[src/rtl/fsm_9_pkg.sv]
// Shared types for the "1011" sequence detector: Moore/Mealy state encodings and the reference pattern.
package fsm_9_pkg;

    localparam int unsigned MOORE_W = 3;
    localparam int unsigned MEALY_W = 2;

    typedef enum logic [MOORE_W-1:0] {
        S0 = 3'd0,
        S1 = 3'd1,
        S2 = 3'd2,
        S3 = 3'd3,
        S4 = 3'd4
    } moore_state_t;

    typedef enum logic [MEALY_W-1:0] {
        M0 = 2'd0,
        M1 = 2'd1,
        M2 = 2'd2,
        M3 = 2'd3
    } mealy_state_t;

    localparam logic [3:0] PATTERN = 4'b1011;

endpackage

[src/rtl/fsm_9_detector.sv]
// Serial "1011" detector: a Moore machine (flag one cycle after the match)
// and a Mealy machine (flag during the completing bit) watching the same stream.
module fsm_9_detector
    import fsm_9_pkg::*;
#(
    parameter bit OVERLAP = 1'b1
) (
    input  logic clk,
    input  logic rst,
    input  logic x,
    output logic y,
    output logic y1
);

    moore_state_t moore_state;
    moore_state_t moore_next;
    mealy_state_t mealy_state;
    mealy_state_t mealy_next;

    // Moore state register
    always_ff @(posedge clk or negedge rst) begin
        if (!rst) begin
            moore_state <= S0;
        end else begin
            moore_state <= moore_next;
        end
    end

    // Moore next state; unused codes fall back to S0
    always_comb begin
        moore_next = S0;
        case (moore_state)
            S0:      moore_next = x ? S1 : S0;
            S1:      moore_next = x ? S1 : S2;
            S2:      moore_next = x ? S3 : S0;
            S3:      moore_next = x ? S4 : S2;
            S4:      moore_next = x ? S1 : (OVERLAP ? S2 : S0);
            default: moore_next = S0;
        endcase
    end

    assign y = (moore_state == S4);

    // Mealy state register
    always_ff @(posedge clk or negedge rst) begin
        if (!rst) begin
            mealy_state <= M0;
        end else begin
            mealy_state <= mealy_next;
        end
    end

    // Mealy next state; a match either keeps the trailing "1" or restarts
    always_comb begin
        mealy_next = M0;
        case (mealy_state)
            M0:      mealy_next = x ? M1 : M0;
            M1:      mealy_next = x ? M1 : M2;
            M2:      mealy_next = x ? M3 : M0;
            M3:      mealy_next = x ? (OVERLAP ? M1 : M0) : M2;
            default: mealy_next = M0;
        endcase
    end

    assign y1 = rst & (mealy_state == M3) & x;

endmodule

[config.mk]
export PLATFORM = sky130hd
export DESIGN_NAME = fsm_9_detector
export DESIGN_NICKNAME = d
export VERILOG_FILES = /design/src/rtl/fsm_9_pkg.sv /design/src/rtl/fsm_9_detector.sv
export SDC_FILE = /design/constraint.sdc
export NUM_CORES = 1
export LEC_CHECK = 0
export CORE_AREA = 2 2 39 41
export DETAILED_ROUTE_END_ITERATION = 16
export DIE_AREA = 0 0 41 43
export GPL_TIMING_DRIVEN = 0
export PLACE_DENSITY = 0.39
export SLEW_MARGIN = 10
export SYNTH_ARGS = -nofsm -noshare
export SYNTH_HDL_FRONTEND = slang
export SYNTH_SLANG_ARGS = --single-unit
[constraint.sdc]
create_clock -name clk -period 2.05 [get_ports clk]
set_clock_uncertainty 0.2 [all_clocks]
set_input_delay 0.3075 -clock clk [delete_from_list [all_inputs] [get_ports clk]]
set_output_delay 0.3075 -clock clk [all_outputs]
set_load 0.05 [all_outputs]
==> flow_summary.toml <==
[global_routing]
antenna_found_initial = 0
grt_usage_pct = 6.17
grt_max_degree = 9
overflow = 0
grt_pass1_vias = 132
grt_pass1_wl_um = 565

[routing]
wl_per_cell_um = 9.47
via_count = 168
ant_nets = 0
drt_iter0_markers = 0
firstDrtPassIters = 1
remaining_drc_errors = 0
wl_um = 407
via_per_inst = 3.91

[layout]
drive_gt1_share_pct = 22.2
postLayoutCoreUtil_pct = 21.9
area_growth_pct = 39.1
nets = 31
diodes = 0
design_area_um2 = 303

[synth]
yosysTopAreaCellShare_pct = 57.5
yosys_warnings = 0
synth_top_area_cell = "dfrtp_1"
synth_edf_count = 0
mappedNetlistArea_um2 = 218
yosys-top-cells-area = "dfrtp_1 57%, nor3b_1 6.9%, and4b_2 5.2%"
yosys-top-cells-count = "5 x dfrtp_1, 2 x nand2_1, 2 x nor2_1, 2 x nor3b_1"
seq_area_frac_synth_pct = 57.5
synth.lib_cells_used.distinct = 12
syn_avg_cell_area_um2 = 11.5
synth.ff_latch_count = 5
ys.flop_type = "dfrtp_1"
yosysMostFrequentCell = "dfrtp_1"
syn_nets = 22
syn_inst = 19
ys_async_sr_fraction_pct = 100

[timing]
period_share_pct = 93.9
setup_violations = 0
rsz0062_at_grt = "false"
post-route-min-period_ns = 1.93
fmax_mhz = 519
maxSlewHeadroom_pct = 68.0
hold_viol_final = 0
setup_slack_ns = 0.125
drv_slew = 0
worstMarginPinSlew_ns = 0.482

[cts]
insertion_delay_ns = 0.24
cts_setup_buffers = 0
numCtsBuffers = 3
cts.root.buffer_cell = "clkbuf_4"
cts_buffer_depth = 2
cts_tree = "yes"
hold_buffers = 0
cts_resized = 4
clk_pin_slew_ns = 0.04
clock_sinks = 5
htreeDepth = 1

[power_and_ir_drop]
power_density_nw_per_um2 = 840
combPwrFrac_pct = 10.1
switching_share_pct = 24.0
seq_power_share_pct = 45.4
power.leakage_nw = 0.135
p_clk_share_pct = 44.5
p_int_uw = 193
ir_drop_mv = 0.141
power.switching_uw = 61.0

[worst_setup_path]
crit_fanout = 8
cp_data_arrival_time_ns = 1.42
cp-end-kind = "output port"
startpoint_type = "input port"
ff2ff_setup_slack_ns = 0.75
required_ns = 1.54
critPathKind = "in -> out"

[die]
die_h_um = 43
placementRows = 14
die-area_um2 = 1760
io_pins = 5
start_util_pct = 15.7
core_area_um2 = 1380
die_w_um = 41

[placed_design]
placed_cell_area_um2 = 283
portBuffers = 4
place_ws_ns = -0.418
gp_congestion = 0.769

[hold_path]
holdCritPathClass = "in -> async"

[run]
drv_cap = 0

[outcome]
status = "finished, final reports clean"
## metal layers
layer  GRT usage (%)  vias to the layer above  share of wire (%)
li1                -                       84                  -
met1            6.27                       80                 49
met2            5.63                        4                 44
met3            4.71                        0                6.9
met4            10.0                        0                  0
met5               0                        -                  0
## through the flow
stage / std cells / power, mW / TNS (ns) / hold slack (ns)
2_1_floorplan: 19 / 0.131 / 0 / -0.188
3_3_place_gp: 39 / 0.142 / -0.393 / 0.258
3_5_place_dp: 39 / 0.144 / -0.418 / 0.281
4_1_cts: 43 / 0.263 / 0 / 0.0909
5_1_grt: 43 / 0.271 / 0 / 0.105
6_report: 43 / 0.254 / 0 / 0.0939
## flip-flops by register name (all words and copies together) (netlist names)
register and cells:
mealy_state 2, moore_state 3
## final cells by class
class,count,area [um2]
fill,159,1080
timing repair buffer,4,33.8
clock buffer,4,26.3
tap,16,20.0
multi-input combinational,13,93.8
sequential,5,125
buffer,1,3.75
## cells in the final DEF (no fill, tap or decap)
cell / synthesis / layout
nand2_1: 2 / 2
nor3b_2: 0 / 1
dlygate4sd2_1: 0 / 1
nor3b_1: 2 / 1
or3_1: 1 / 1
nor2_1: 2 / 2
and4b_2: 1 / 1
buf_2: 0 / 1
o21a_1: 1 / 1
clkbuf_1: 1 / 2
a21oi_1: 1 / 1
dfrtp_1: 5 / 5
clkbuf_4: 0 / 3
clkdlybuf4s50_1: 0 / 2
nor4bb_1: 1 / 1
nor4b_1: 1 / 1
mux2i_1: 1 / 1
## worst max-delay path: stages
cell	delay, ns
clkdlybuf4s50_1	0.63
nand2_1	0.11
nor2_1	0.11
buf_2	0.26
## power by group through the flow
stage	logic [mW]	registers, mW	clock network (mW)
4_1_cts	0.0263	0.115	0.121
3_3_place_gp	0.0264	0.116	0
6_report	0.0257	0.115	0.113
2_1_floorplan	0.0161	0.115	0
3_5_place_dp	0.0267	0.117	0
5_1_grt	0.0281	0.116	0.127
## cell families after synthesis
family	Yosys count	synth area share, %
DFF	5	57.5
AOI/OAI and AO/OA	2	5.75
buffers and inverters	1	1.72
muxes	1	4.60
and+or+nand+nor	10	30.5
## worst paths after layout
path,startpoint,end,cells after the start
setup reg to reg,moore_state[0],moore_state[1],2
hold / removal,rst,moore_state[2],1
max in group asynchronous,rst,mealy_state[0],1
setup / recovery,x,y1,4
hold reg to reg,mealy_state[0],mealy_state[1],1
min in group clk,mealy_state[0],mealy_state[1],1
Power figures use the tool's default switching activity.
